--- config.mk ---
export PLATFORM = sky130hd
export DESIGN_NAME = unit_test_result_collector
export DESIGN_NICKNAME = d
export VERILOG_FILES = /design/src/rtl/unit_test_result_collector.sv
export SDC_FILE = /design/constraint.sdc
export NUM_CORES = 1
export LEC_CHECK = 0
export ABC_CLOCK_PERIOD_IN_PS = 2600
export CAP_MARGIN = 30
export CELL_PAD_IN_SITES_DETAIL_PLACEMENT = 1
export CELL_PAD_IN_SITES_GLOBAL_PLACEMENT = 1
export CORE_ASPECT_RATIO = 1.1
export CORE_UTILIZATION = 39
export DETAILED_ROUTE_END_ITERATION = 10
export GPL_ROUTABILITY_DRIVEN = 0
export PLACE_DENSITY_LB_ADDON = 0.2
export SLEW_MARGIN = 20
export SYNTH_ARGS = -nofsm -noshare
export SYNTH_HDL_FRONTEND = slang
export SYNTH_SLANG_ARGS = --single-unit
--- constraint.sdc ---
create_clock -name clk -period 2.6 [get_ports clk]
set_input_delay 0.78 -clock clk [delete_from_list [all_inputs] [get_ports clk]]
set_output_delay 0.78 -clock clk [all_outputs]
set_load 0.005 [all_outputs]
--- src/rtl/unit_test_result_collector.sv ---
// Collects per-check pass/fail events, buffers failing IDs in a fall-through FIFO,
// and sequences a test through IDLE/RUN/DRAIN/DONE for the runner.
module unit_test_result_collector #(
  parameter int ID_W  = 8,
  parameter int DEPTH = 8,
  parameter int CNT_W = 16
) (
  input  logic             clk,
  input  logic             rst_n,
  input  logic             start,
  input  logic             finish,
  input  logic             evt_valid,
  output logic             evt_ready,
  input  logic             evt_pass,
  input  logic [ID_W-1:0]  evt_id,
  output logic             fail_valid,
  input  logic             fail_ready,
  output logic [ID_W-1:0]  fail_id,
  output logic [CNT_W-1:0] pass_cnt,
  output logic [CNT_W-1:0] fail_cnt,
  output logic [CNT_W-1:0] drop_cnt,
  output logic             busy,
  output logic             done,
  output logic             test_passed
);
  localparam int AW = $clog2(DEPTH);

  typedef enum logic [1:0] {IDLE, RUN, DRAIN, DONE} state_t;
  state_t state, state_nxt;

  logic [ID_W-1:0] mem [DEPTH];
  logic [AW:0]     wptr, rptr, fill;
  logic            empty, full, pop, accept, fail_evt, push, drop, enter_run;

  function automatic logic [CNT_W-1:0] sat_inc(input logic [CNT_W-1:0] c);
    return (&c) ? c : c + 1'b1;
  endfunction

  assign fill     = wptr - rptr;
  assign empty    = (wptr == rptr);
  assign full     = (wptr[AW] != rptr[AW]) && (wptr[AW-1:0] == rptr[AW-1:0]);
  assign pop      = !empty && fail_ready;
  assign accept   = evt_valid && evt_ready;
  assign fail_evt = accept && !evt_pass;
  // A pop frees the head slot this edge, so a full FIFO can still take the push.
  assign push     = fail_evt && (!full || pop);
  assign drop     = fail_evt && full && !pop;

  always_comb begin
    state_nxt = state;
    enter_run = 1'b0;
    case (state)
      IDLE:  if (start) begin state_nxt = RUN; enter_run = 1'b1; end
      RUN:   if (finish) state_nxt = DRAIN;
      // Empty now, or the last entry leaves on this edge.
      DRAIN: if (fill == {{AW{1'b0}}, pop}) state_nxt = DONE;
      DONE:  if (start) begin state_nxt = RUN; enter_run = 1'b1; end
      default: state_nxt = IDLE;
    endcase
  end

  always_ff @(posedge clk) begin
    if (!rst_n) state <= IDLE;
    else        state <= state_nxt;
  end

  always_ff @(posedge clk) begin
    if (!rst_n || enter_run) begin
      wptr <= '0;
      rptr <= '0;
    end else begin
      if (push) wptr <= wptr + 1'b1;
      if (pop)  rptr <= rptr + 1'b1;
    end
  end

  always_ff @(posedge clk) begin
    if (push) mem[wptr[AW-1:0]] <= evt_id;
  end

  always_ff @(posedge clk) begin
    if (!rst_n || enter_run) begin
      pass_cnt <= '0;
      fail_cnt <= '0;
      drop_cnt <= '0;
    end else if (accept) begin
      if (evt_pass) pass_cnt <= sat_inc(pass_cnt);
      else          fail_cnt <= sat_inc(fail_cnt);
      if (drop)     drop_cnt <= sat_inc(drop_cnt);
    end
  end

  assign evt_ready   = (state == RUN);
  assign busy        = (state == RUN) || (state == DRAIN);
  assign done        = (state == DONE);
  assign test_passed = done && (fail_cnt == '0) && (pass_cnt != '0);
  assign fail_valid  = !empty;
  assign fail_id     = empty ? '0 : mem[rptr[AW-1:0]];
endmodule

-- Yosys cells after proc, flatten, opt, wreduce, memory -nomap -nowiden
Memories as Yosys holds them, arrays and structs flattened. A register that Yosys moved wholly into a read port is not among the register bits.
Cells that the tools add are included.
Widths: inputs -> output; s select.
- add/subtract/negate cells: 6
- equal/unequal tests: 10
- multiplexer cells: 11
- bitwise logic cells: 4
- reductions and logical operators: 28
- operators with widths (operator ; number):
    $add 16x1->16 const B ; 3
    $reduce_and 16->1 ; 3
    $logic_not 16->1 ; 1
    $reduce_bool 16->1 ; 1
    $reduce_and 3->1 ; 4
    $logic_and 1x1->1 ; 9
    $add 4x1->4 const B ; 2
    $mux 8 ; 1
    $mux 2 ; 3
    $mux 3 ; 2
    $pmux 2 s3 ; 1
    $logic_not 1->1 ; 5
    $eq 2x2->1 const B ; 2
    $eq 4x1->1 ; 1
    $eq 4x4->1 ; 1
    $mux 1 ; 4
    $ne 2x2->1 const B ; 2
    $not 1->1 ; 4
    $sub 4x4->4 ; 1
    $eq 3x3->1 ; 1
    $logic_or 1x1->1 ; 3
    $eq 2x1->1 const B ; 1
    $logic_not 2->1 ; 1
    $ne 2x1->1 const B ; 1
    2 further kinds ; 2
- bits in registers: 58
- memory bits (writable): 64
- input port bits: 15
- output and inout port bits: 61
- logic and storage cells: 66
- memories kept: 1
- memory list (memory ; depth ; width ; read ports ; clocked after Yosys merged registers in ; wr ports ; line ; source):
    mem ; 8 ; 8 ; 1 ; 1 ; 1 ; 31 ; logic [ID_W-1:0] mem [DEPTH];

-- Depth between registers and ports, before layout
Gate-level depths: netlist of run 1.
- depth after elaboration: 7
- depth in mapped cells: 8
- mapped depth without buffers: 8

-- Worst setup path after synthesis of run 1
OpenSTA, ideal clock, no wires.
- path kind: flip-flop to output port
- start point: reg with a tool-made name
- end point: out fail_id[5]
- arrival: 1.962 ns
- required time: 1.820 ns
- path slack: -0.142 ns
- stages on the path, launching flop included: 6
- path buffers: 2
- path through: dfxtp_1 > clkbuf_1 > buf_1 > mux4_2 > mux2i_1 > nor2_1
- RTL lines (what ; line ; source):
    to (decl) ; 18 ; output logic [ID_W-1:0] fail_id,

==> results of run 1 <==
cells by family (layout without fill, tap and decap cells):
family	count (synthesis)	after routing	share of synthesized area, %
simple gates	196	196	17.4
mux	30	30	8.91
fa+ha+maj	14	14	3.25
compound gates	53	53	6.08
buf+inv	35	187	2.36
flops	125	125	56.0
xor+xnor	39	39	6.08
state kept, by name, summed over array words and instances (netlist names), named ones only:
name      count
rptr          4
drop_cnt     16
mem          64
fail_cnt     16
wptr          4
state         2
pass_cnt     16
power by group through the flow:
stage / combinational [uW] / sequential [uW] / clock [uW]
finish: 728 / 2130 / 2290
global route: 810 / 2140 / 2410
CTS: 732 / 2130 / 2330
global placement: 644 / 2170 / 0
detailed placement: 665 / 2170 / 0
floorplan: 337 / 2170 / 0
routing by layer:
metal	up-vias	wire length (microns)
met5	-	0
met1	2148	6460
met2	80	7690
li1	2084	-
met4	0	178
met3	13	454
layout make-up:
type                            instances  area, sq um
Clock buffer                           17          425
Clock inverter                         15          146
Fill cell                            1489         6160
Inverter                               17         63.8
Multi-Input combinational cell        332         2460
Sequential cell                       125         3150
Tap cell                              188          235
Timing Repair Buffer                  138         1270
path summary, 6_finish.rpt:
check / startpoint / to / slack (ns)
worst max-delay path: flip-flop / fail_id[4] / -0.08
worst min-delay path: rptr[3] / rptr[3] / 0.50
worst max register to register: wptr[0] / drop_cnt[10] / 0.20
worst min register to register: rptr[3] / rptr[3] / 0.50
what timing repair did:
item                       CTS  global route
resized for setup           60            16
pin swaps                    9             8
setup buffers               13             0
setup endpoints to repair   11            17
gates cloned                 1             0
Yosys cell counts, drive strengths merged, types with 2 or more instances:
library cell	n
nor2	65
edfxtp	64
dfxtp	61
nand2	38
xnor2	32
a21oi	19
nand3	18
inv	17
mux4	16
mux2i	14
ha	13
nand4	13
clkbuf	12
nor3	11
nor4	9
o21ai	9
or3	9
and3	8
and4	7
xor2	7
buf	6
a2111oi	5
a211oi	5
nor4b	5
and2	4
a31oi	3
nand2b	3
a21o	2
critical path, delay by kind of cell (launching register included):
kind | cells | cell delay (ns)
muxes | 2 | 0.67
DFF | 1 | 0.39
buffers and inverters | 3 | 0.36
and+or+nand+nor | 1 | 0.07
metrics by stage:
stage | total power, uW | setup slack [ns] | setup TNS, ns | hold slack [ns] | cells
2_1_floorplan | 2510 | 0.102 | 0 | 0.470 | 492
3_3_place_gp | 2810 | -0.277 | -2.67 | 0.482 | 786
3_5_place_dp | 2840 | -0.378 | -4.19 | 0.492 | 786
4_1_cts | 5200 | -0.108 | -0.547 | 0.505 | 832
5_1_grt | 5350 | -0.167 | -0.891 | 0.534 | 832
6_report | 5160 | -0.0831 | -0.313 | 0.503 | 832
==> run summary, run 1 <==
Status - finished with violations
Failing checks - setup timing
Slew Limit Fails - 0
Critical path type - flip-flop to output pin
DRC - 0
Total grt overflow - 0
Die Height - 128 microns
Tot GR Track Use - 21.5%
Bufs on Longest Clock Path - 2
Worst Tran Pin Value - 0.633 ns
Synth warn - 0
Root Buffer - clkbuf_16
GRT busiest layer - met2
Cells after Synth - 492
Clk Latency, worst-skew pair - 0.42 ns
Final wirelength - 14.8 mm
Met3 GRT Util - 4.30%
Met2 Use GR - 37.4%
F_max - 373 MHz
WHS Path Cells - 2
Power per cell area - 666 nW/um^2
Skew final - 0.00883 ns
Most frequent cells in the layout - clkdlybuf4s50_1 (65), nor2_1 (64), edfxtp_1 (64)
Antenna viol nets, final - 0
Hold Path Class - flip-flop to flip-flop
Total core area - 13900 sq um
Synth top area share - 34.2%
# diodes - 0
Leak Pwr - 0.00268 uW
Unique masters post-synth - 47
Area Growth Syn to Fin - 37.9%
Sw frac - 25.3%
I/O Buffers - 75
CTS buffer count - 17
Commonest non-fill, non-tap cell in the layout - clkdlybuf4s50_1
Antenna violations before repair - 0
Arr. time, crit path - 1.90 ns
Crit-path cells - buf_12 -> buf_6 -> mux4_2 -> mux2i_2 -> nor2_1 -> buf_2
Max_slew headroom - 57.5%
CTS Hold Bufs - 0
Final #Nets - 660
Sequential element share of the synthesized area - 56.0%
CTS sink count - 125
Net Sw Power - 1300 uW
Vias in the first global route - 4700
Vias per cell - 5.20
CTS tree - built
Setup violations, final - 8
Post-synthesis register bit count - 125
Gate power share - 14.1%
Max FO, Critical Path - 5
Drt initial violations - 239
Largest net degree at the start of global routing - 25
Post-route clock period utilization - 103%
Mean area per synthesized cell - 11.4 sq um
CP max stage delay - 0.50 ns
Synth area leaders - edfxtp_1 (34%), dfxtp_1 (22%), mux4_2 (6.4%), xnor2_1 (5.0%), nor2_1 (4.3%)
Final core utilization - 55.7%
Horiz. Die Dim - 116 microns
Clock share of power - 44.5%
Post-synth top area cell - edfxtp_1
I/O pins - 76
Placed Area - 6930 sq um
Syn_nets - 521
CP required - 1.82 ns
Die area - 14900 sq um
Ys async rst share - 0%
Met1 Resource Use GR - 25.6%
Peak VDD IR - 0.447 mV
First-pass GRT wire length - 24.0 mm
Flop pwr share - 41.4%
Unrepaired setup endpoints after global routing - yes
Post-synth EDFFs - 64
Layout cells sized above 1 - 21.7%
Crit. End Element - output pin
R2R depth - 9
Row cnt - 45
Critical path launch point type - flip-flop
DRT Pass-1 Iters - 4
Worst setup margin - -0.0831 ns
CP max stage cell - mux4_2
Top_reg_cell synth - edfxtp_1
Fin area - 7750 sq um
Initial Util - 40.4%
Via count - 4325
Final Hold Viols - 0
Clock Pin Slew Worst Setup and Hold Paths - 0.05 ns
Post-DP HPWL - 10.0 mm
WL/cell - 17.8 microns
Internal cell power - 3850 uW
Max cap viols - 0
Htree depth - 4
Final Critical Period - 2.68 ns
Post-synthesis cell area - 5620 sq um
Power figures use the tool's default switching activity.
==> run 2: changes to the inputs <==
--- a/config.mk
+++ b/config.mk
@@ -11,6 +11,7 @@
 export CELL_PAD_IN_SITES_GLOBAL_PLACEMENT = 1
 export CORE_ASPECT_RATIO = 1.1
 export CORE_UTILIZATION = 39
+export CTS_CLUSTER_SIZE = 8
 export DETAILED_ROUTE_END_ITERATION = 10
 export GPL_ROUTABILITY_DRIVEN = 0
 export PLACE_DENSITY_LB_ADDON = 0.2
==> results of run 2 <==
No change in the layout: final DEF, timing and power equal those of run 1.
